==> config.mk <==
export PLATFORM = sky130hd
export DESIGN_NAME = trip_ctrl_flat
export DESIGN_NICKNAME = d
export VERILOG_FILES = /design/src/rtl/taxi_pkg.sv /design/src/rtl/trip_ctrl_if.sv /design/src/rtl/trip_ctrl_mod_counter.sv /design/src/rtl/trip_ctrl.sv /design/src/flat_wrapper.sv
export SDC_FILE = /design/constraint.sdc
export NUM_CORES = 1
export LEC_CHECK = 0
export BUFFER_PORTS_ARGS = -buffer_cell sky130_fd_sc_hd__clkbuf_2
export CORE_UTILIZATION = 40
export CTS_BUF_LIST = sky130_fd_sc_hd__clkbuf_16
export CTS_CLUSTER_SIZE = 10
export DETAILED_ROUTE_END_ITERATION = 10
export SETUP_SLACK_MARGIN = 0.4
export SLEW_MARGIN = 5
export SYNTH_ARGS = -nofsm -noshare
export SYNTH_HDL_FRONTEND = slang
export SYNTH_SLANG_ARGS = --single-unit
export TNS_END_PERCENT = 100
==> constraint.sdc <==
create_clock -name clk -period 5.45 [get_ports clk]
set_clock_uncertainty 0.05 [all_clocks]
set_input_delay 0.8175 -clock clk [delete_from_list [all_inputs] [get_ports clk]]
set_output_delay 0.8175 -clock clk [all_outputs]
set_load 0.05 [all_outputs]
==> src/rtl/taxi_pkg.sv <==
// Shared types and constants for the taxi fare meter trip sequencer.
// Latency: n/a (declarations only).
// Backpressure: n/a.
//
// Contents: trip state encoding, default unit constants and the
// counter-width helper used by every modulo counter in the block.
package taxi_pkg;

    typedef enum logic [1:0] {
        ST_IDLE = 2'b00,
        ST_RUN  = 2'b01,
        ST_WAIT = 2'b10,
        ST_HOLD = 2'b11
    } trip_state_t;

    localparam int unsigned PULSES_PER_UNIT_DEF = 100;
    localparam int unsigned IDLE_SECS_DEF       = 5;
    localparam int unsigned WAIT_UNIT_SECS_DEF  = 60;
    localparam int unsigned TRIP_SECS_W         = 16;

    // Bits needed to hold the values 0..n-1; at least one bit so a
    // modulus of 1 still yields a legal vector.
    function automatic int unsigned cnt_width(input int unsigned n);
        return (n > 1) ? $clog2(n) : 1;
    endfunction

endpackage

==> src/rtl/trip_ctrl_if.sv <==
// Signal bundle between the trip sequencer and its surroundings.
// Latency: n/a (wires only).
// Backpressure: none; all signals are single-cycle strobes or levels.
//
// master: drives buttons, wheel/second strobes and fare_max; sees outputs.
// slave : the trip_ctrl side.
interface trip_ctrl_if;
    import taxi_pkg::*;

    logic                   start_btn;
    logic                   stop_btn;
    logic                   wheel_pulse;
    logic                   sec_tick;
    logic                   fare_max;
    logic [1:0]             state;
    logic                   fare_clr;
    logic                   dist_inc;
    logic                   wait_inc;
    logic [TRIP_SECS_W-1:0] trip_secs;

    modport master (
        output start_btn, stop_btn, wheel_pulse, sec_tick, fare_max,
        input  state, fare_clr, dist_inc, wait_inc, trip_secs
    );

    modport slave (
        input  start_btn, stop_btn, wheel_pulse, sec_tick, fare_max,
        output state, fare_clr, dist_inc, wait_inc, trip_secs
    );

endinterface

==> src/rtl/trip_ctrl_mod_counter.sv <==
// Modulo-N event counter with synchronous clear and registered terminal pulse.
// Latency: term is high one cycle after the enable that completes a unit.
// Backpressure: none; one event per cycle accepted without loss.
//
// Ports: clk/rst_n; en counts one event; clr zeroes the count and wins over
// en; term_en qualifies the terminal pulse without stopping the count.
module mod_counter
    import taxi_pkg::*;
#(
    parameter int unsigned N = 4,
    parameter int unsigned W = cnt_width(N)
) (
    input  logic clk,
    input  logic rst_n,
    input  logic en,
    input  logic clr,
    input  logic term_en,
    output logic term
);

    localparam logic [W-1:0] LAST = W'(N - 1);

    logic [W-1:0] cnt_q, cnt_d;
    logic         term_q, term_d;

    always_comb begin
        cnt_d  = cnt_q;
        term_d = 1'b0;
        if (clr) begin
            cnt_d = '0;
        end else if (en) begin
            if (cnt_q == LAST) begin
                cnt_d  = '0;
                term_d = term_en;
            end else begin
                cnt_d = cnt_q + 1'b1;
            end
        end
    end

    always_ff @(posedge clk or negedge rst_n) begin
        if (!rst_n) begin
            cnt_q  <= '0;
            term_q <= 1'b0;
        end else begin
            cnt_q  <= cnt_d;
            term_q <= term_d;
        end
    end

    assign term = term_q;

endmodule

==> src/rtl/trip_ctrl.sv <==
// Taxi trip sequencer: trip state, fare clear and distance/waiting unit strobes.
// Latency: every output is registered, one cycle after the sampled input.
// Backpressure: none; wheel pulses on every cycle are counted without loss.
//
// Ports: clk, rst_n (async active-low); bus (trip_ctrl_if.slave) carries
// start/stop buttons, wheel_pulse, sec_tick, fare_max in and
// state, fare_clr, dist_inc, wait_inc, trip_secs out.
module trip_ctrl
    import taxi_pkg::*;
#(
    parameter int unsigned PULSES_PER_UNIT = PULSES_PER_UNIT_DEF,
    parameter int unsigned IDLE_SECS       = IDLE_SECS_DEF,
    parameter int unsigned WAIT_UNIT_SECS  = WAIT_UNIT_SECS_DEF
) (
    input  logic        clk,
    input  logic        rst_n,
    trip_ctrl_if.slave  bus
);

    localparam int unsigned      NM_W    = cnt_width(IDLE_SECS);
    localparam logic [NM_W-1:0]  NM_LAST = NM_W'(IDLE_SECS - 1);

    trip_state_t              state_q, state_d;
    logic [NM_W-1:0]          nm_q, nm_d;
    logic [TRIP_SECS_W-1:0]   trip_secs_q, trip_secs_d;
    logic                     fare_clr_q, fare_clr_d;

    logic in_trip;
    logic start_ev;
    logic nm_done;
    logic dist_en;
    logic wait_en;
    logic wait_clr;
    logic dist_term;
    logic wait_term;

    // A new trip only starts from IDLE or HOLD, and a simultaneous stop
    // always takes priority over start.
    assign in_trip  = (state_q == ST_RUN) || (state_q == ST_WAIT);
    assign start_ev = bus.start_btn && !bus.stop_btn &&
                      ((state_q == ST_IDLE) || (state_q == ST_HOLD));
    assign nm_done  = (state_q == ST_RUN) && bus.sec_tick &&
                      !bus.wheel_pulse && (nm_q == NM_LAST);

    always_comb begin
        state_d = state_q;
        unique case (state_q)
            ST_IDLE: begin
                if (start_ev) state_d = ST_RUN;
            end
            ST_RUN: begin
                if (bus.stop_btn)  state_d = ST_HOLD;
                else if (nm_done)  state_d = ST_WAIT;
            end
            ST_WAIT: begin
                if (bus.stop_btn)         state_d = ST_HOLD;
                else if (bus.wheel_pulse) state_d = ST_RUN;
            end
            ST_HOLD: begin
                if (bus.stop_btn)  state_d = ST_IDLE;
                else if (start_ev) state_d = ST_RUN;
            end
            default: state_d = ST_IDLE;
        endcase
    end

    // No-motion seconds: only advances in RUN; a wheel pulse restarts it and
    // reaching the idle limit wraps it to zero as the block drops into WAIT.
    always_comb begin
        nm_d = nm_q;
        if (start_ev) begin
            nm_d = '0;
        end else if (state_q == ST_RUN) begin
            if (bus.wheel_pulse)  nm_d = '0;
            else if (nm_done)     nm_d = '0;
            else if (bus.sec_tick) nm_d = nm_q + 1'b1;
        end
    end

    always_comb begin
        trip_secs_d = trip_secs_q;
        if (start_ev) begin
            trip_secs_d = '0;
        end else if (in_trip && bus.sec_tick && (trip_secs_q != '1)) begin
            trip_secs_d = trip_secs_q + 1'b1;
        end
    end

    always_comb begin
        fare_clr_d = start_ev;
    end

    // The distance count survives RUN<->WAIT; the wait-second count is thrown
    // away both on entering WAIT and when motion resumes, so a wheel pulse that
    // coincides with a completing tick suppresses that wait unit.
    assign dist_en  = in_trip && bus.wheel_pulse;
    assign wait_en  = (state_q == ST_WAIT) && bus.sec_tick;
    assign wait_clr = start_ev ||
                      ((state_q == ST_RUN) && (state_d == ST_WAIT)) ||
                      ((state_q == ST_WAIT) && bus.wheel_pulse);

    mod_counter #(.N(PULSES_PER_UNIT)) u_dist_cnt (
        .clk     (clk),
        .rst_n   (rst_n),
        .en      (dist_en),
        .clr     (start_ev),
        .term_en (!bus.fare_max),
        .term    (dist_term)
    );

    mod_counter #(.N(WAIT_UNIT_SECS)) u_wait_cnt (
        .clk     (clk),
        .rst_n   (rst_n),
        .en      (wait_en),
        .clr     (wait_clr),
        .term_en (!bus.fare_max),
        .term    (wait_term)
    );

    always_ff @(posedge clk or negedge rst_n) begin
        if (!rst_n) begin
            state_q     <= ST_IDLE;
            nm_q        <= '0;
            trip_secs_q <= '0;
            fare_clr_q  <= 1'b0;
        end else begin
            state_q     <= state_d;
            nm_q        <= nm_d;
            trip_secs_q <= trip_secs_d;
            fare_clr_q  <= fare_clr_d;
        end
    end

    assign bus.state     = state_q;
    assign bus.fare_clr  = fare_clr_q;
    assign bus.dist_inc  = dist_term;
    assign bus.wait_inc  = wait_term;
    assign bus.trip_secs = trip_secs_q;

endmodule
==> src/flat_wrapper.sv <==
// flat-port wrapper written by rule: the top's interface ports become plain ports
module trip_ctrl_flat import taxi_pkg::*;
#(
    parameter int unsigned PULSES_PER_UNIT = PULSES_PER_UNIT_DEF,
    parameter int unsigned IDLE_SECS       = IDLE_SECS_DEF,
    parameter int unsigned WAIT_UNIT_SECS  = WAIT_UNIT_SECS_DEF
)
  (clk, rst_n, bus_start_btn, bus_stop_btn, bus_wheel_pulse, bus_sec_tick, bus_fare_max, bus_state, bus_fare_clr, bus_dist_inc, bus_wait_inc, bus_trip_secs);
  trip_ctrl_if bus_i ();
  input  logic clk;
  input  logic rst_n;
  input wire logic [$bits(bus_i.start_btn)-1:0] bus_start_btn;
  input wire logic [$bits(bus_i.stop_btn)-1:0] bus_stop_btn;
  input wire logic [$bits(bus_i.wheel_pulse)-1:0] bus_wheel_pulse;
  input wire logic [$bits(bus_i.sec_tick)-1:0] bus_sec_tick;
  input wire logic [$bits(bus_i.fare_max)-1:0] bus_fare_max;
  output wire logic [$bits(bus_i.state)-1:0] bus_state;
  output wire logic [$bits(bus_i.fare_clr)-1:0] bus_fare_clr;
  output wire logic [$bits(bus_i.dist_inc)-1:0] bus_dist_inc;
  output wire logic [$bits(bus_i.wait_inc)-1:0] bus_wait_inc;
  output wire logic [$bits(bus_i.trip_secs)-1:0] bus_trip_secs;
  assign bus_i.start_btn = bus_start_btn;
  assign bus_i.stop_btn = bus_stop_btn;
  assign bus_i.wheel_pulse = bus_wheel_pulse;
  assign bus_i.sec_tick = bus_sec_tick;
  assign bus_i.fare_max = bus_fare_max;
  assign bus_state = bus_i.state;
  assign bus_fare_clr = bus_i.fare_clr;
  assign bus_dist_inc = bus_i.dist_inc;
  assign bus_wait_inc = bus_i.wait_inc;
  assign bus_trip_secs = bus_i.trip_secs;
  trip_ctrl #(.PULSES_PER_UNIT(PULSES_PER_UNIT), .IDLE_SECS(IDLE_SECS), .WAIT_UNIT_SECS(WAIT_UNIT_SECS)) u_core (.clk(clk), .rst_n(rst_n), .bus(bus_i));
endmodule
==> results.cfg <==
[timing]
fin_crit_ns = 2.66
fmaxAchievable_mhz = 375
hold_viol = 0
setup_viol = 0
slew_headroom = 0.363
slew_violations = 0
finalCritPeriodShare = 0.489
worst_pin_slew_ns = 0.956
finalSetupTns_ns = 0
rsz0062_at_grt = no

[synthesis]
netlist_area_um2 = 2190
yosysTopAreaCell = dfrtp_1
yosys_warnings = 0
ys_types = 47
synth_nets = 253
ys_seq_elements = 37
synth_cells = 237
ys.flop_type = dfrtp_1
yosys.area.top_type_share = 0.423
syn_area_per_cell_um2 = 9.23
postSynth.asyncResetShare = 1.00
synth_edf_count = 0
synth_area_leaders = dfrtp_1 42%, ha_1 5.1%, a21oi_1 4.6%, nand2_1 4.5%, nand3_1 3.4%
ys_seq_area_frac = 0.423

[critical_path]
endpoint_kind = register
critical_path.max_fanout = 15
arrival_ns = 2.77
regToRegEndpoint = u_core.u_wait_cnt.term
startpoint = u_core.bus.state[0]
r2r-start = u_core.bus.state[0]
path_class = reg2reg
worstPathRequired_ns = 5.56
r2r_cells = 6
crit_end = u_core.u_wait_cnt.term
reg2reg_slack_ns = 2.79
start_kind = register

[drt]
drt_iter0_drc = 86
wl_met2_um = 2280
wl_per_cell_um = 14.9
via_per_inst = 5.83
ant_nets = 0
top_layer = met4
routed-via-count = 1948
wirelength_um = 4980
firstDrtPassIters = 4
route.met3.wl_um = 179
drt-met1-wl_um = 2460
drc = 0

[finish]
design_area_um2 = 2510
final_common_cell = dfrtp_1
nFillCells = 503
final_cells = 334
diodes = 0
nets = 279
syn_to_final_growth_pct = 14.6
layout-drive-gt1-share = 0.152
layout_common_cells = 37 x dfrtp_1, 27 x clkbuf_2, 26 x nand2_1

[cts]
postCtsSetupBuffers = 0
cts-hold-fix-buffers = 0
cts_tree = done
path_clk_slew_ns = 0.06
cts.htree.levels = 2
clkLatencyLatePin_ns = 0.28
cts_resized = 0
numCtsBuffers = 5
clockRootBuffer = clkbuf_16
clkSinkCount = 37
clock_path_buffers = 2

[power_and_ir_drop]
intPower_mw = 0.601
p_per_area_nw_per_um2 = 408
pwr-share-seq = 0.357
switching_share = 0.413
p_leak_nw = 1.14
comb_power_share = 0.376
pwr-share-clk = 0.267
ir_drop_mv = 0.223
power_switching_mw = 0.423

[placement]
place.gp.congestion = 0.850
dpl_cell_area_um2 = 2370
dpl.hpwl_um = 3500
io_buffers = 27
dp_cells = 326

[floorplan]
fp.dieH_um = 76.0
start_util = 0.423
dieArea_um2 = 5770
io_pins = 28
fp.dieW_um = 76.0
core_area_um2 = 5170
rows = 26

[flow_run]
cap_violations = 0

[status]
outcome = finished clean

[global_routing]
grt_antenna_before_repair = 0
grt_first_pass_wirelength_um = 8550
grt_max_degree = 38
grt_overflow_total = 0
grt_pass1_vias = 1784
track_usage = 0.186

[worst_hold_path]
hold_path_class = reg2reg
## power by group through the flow
stage / Combinational, mW / Clock [mW] / Sequential, mW
global placement: 0.386 / 0 / 0.370
finish: 0.385 / 0.274 / 0.366
CTS: 0.387 / 0.286 / 0.366
global route: 0.428 / 0.296 / 0.374
floorplan: 0.234 / 0 / 0.427
detailed placement: 0.384 / 0 / 0.371
## critical path, stage by stage, from the launching register on
cell	delay [ns]
dfrtp_1	0.42
inv_1	0.11
ha_1	0.39
or3b_2	0.66
inv_2	0.31
o32ai_2	0.22
a2111oi_1	0.37
## through the flow
stage / util / hold WS, ns / power (mW) / setup slack, ns
5_1_grt: 0.485 / 0.514 / 1.10 / 2.64
3_3_place_gp: 0.458 / 0.467 / 0.756 / 2.83
3_5_place_dp: 0.458 / 0.474 / 0.755 / 2.81
2_1_floorplan: - / 0.441 / 0.660 / 2.95
6_report: 0.485 / 0.472 / 1.02 / 2.79
4_1_cts: 0.485 / 0.481 / 1.04 / 2.79
## Yosys cell counts (2+ instances only)
| master | count |
|---|---|
| ha_1 | 9 |
| o311ai_0 | 2 |
| nor2b_1 | 2 |
| nand2_1 | 26 |
| o41ai_1 | 2 |
| and2_1 | 6 |
| xor2_1 | 4 |
| nand2b_1 | 4 |
| nand4_1 | 10 |
| nor2_1 | 12 |
| and4_1 | 3 |
| o31ai_1 | 4 |
| or3_1 | 3 |
| clkbuf_1 | 4 |
| nor3_1 | 4 |
| and3_1 | 7 |
| or4_1 | 4 |
| inv_1 | 8 |
| buf_2 | 2 |
| mux2i_1 | 7 |
| o21ai_0 | 12 |
| dfrtp_1 | 37 |
| a211oi_1 | 6 |
| nand3_1 | 15 |
| nor3b_1 | 2 |
| buf_4 | 2 |
| a21oi_1 | 20 |
## layout make-up
type | count | area (um^2) | share of cell area
Tap cell | 70 | 87.6 | 0.0349
Sequential cell | 37 | 926 | 0.369
Inverter | 9 | 33.8 | 0.0135
Clock inverter | 3 | 12.5 | 0.00499
Timing Repair Buffer | 27 | 135 | 0.0539
Clock buffer | 5 | 125 | 0.0499
Multi-Input combinational cell | 183 | 1190 | 0.474
## per-layer routing
layer	global-route usage	up-vias
li1	-	944
met1	0.248	950
met2	0.296	47
met3	0.0373	7
met4	0.0692	0
met5	0	-
## cells by family after synthesis
family / after synthesis / synth area share
simple gates: 103 / 0.252
mux: 7 / 0.0320
fa+ha+maj: 9 / 0.0515
compound gates: 59 / 0.188
xor+xnor: 5 / 0.0200
buf+inv: 17 / 0.0337
flops: 37 / 0.423
## flip-flops by register name (all words and copies together) (netlist names)
register / cells
u_core.nm_q: 3
u_core.u_dist_cnt.cnt_q: 7
u_core.bus.trip_secs: 16
u_core.bus.state: 2
u_core.u_wait_cnt.cnt_q: 6
u_core.u_wait_cnt.term: 1
u_core.u_dist_cnt.term: 1
u_core.bus.fare_clr: 1
## worst min-delay path by stage
stage,startpoint,end,slack [ns],depth (start not counted)
after floorplan,u_core.u_dist_cnt.cnt_q[4],u_core.u_dist_cnt.cnt_q[4],0.44,1
after global placement,u_core.u_dist_cnt.cnt_q[4],u_core.u_dist_cnt.cnt_q[4],0.47,1
after detailed placement,u_core.u_dist_cnt.cnt_q[4],u_core.u_dist_cnt.cnt_q[4],0.47,1
after CTS,u_core.u_dist_cnt.cnt_q[4],u_core.u_dist_cnt.cnt_q[4],0.48,1
after global routing,u_core.u_dist_cnt.cnt_q[4],u_core.u_dist_cnt.cnt_q[4],0.51,1
final,u_core.u_dist_cnt.cnt_q[4],u_core.u_dist_cnt.cnt_q[4],0.47,1
Power figures use the tool's default switching activity.
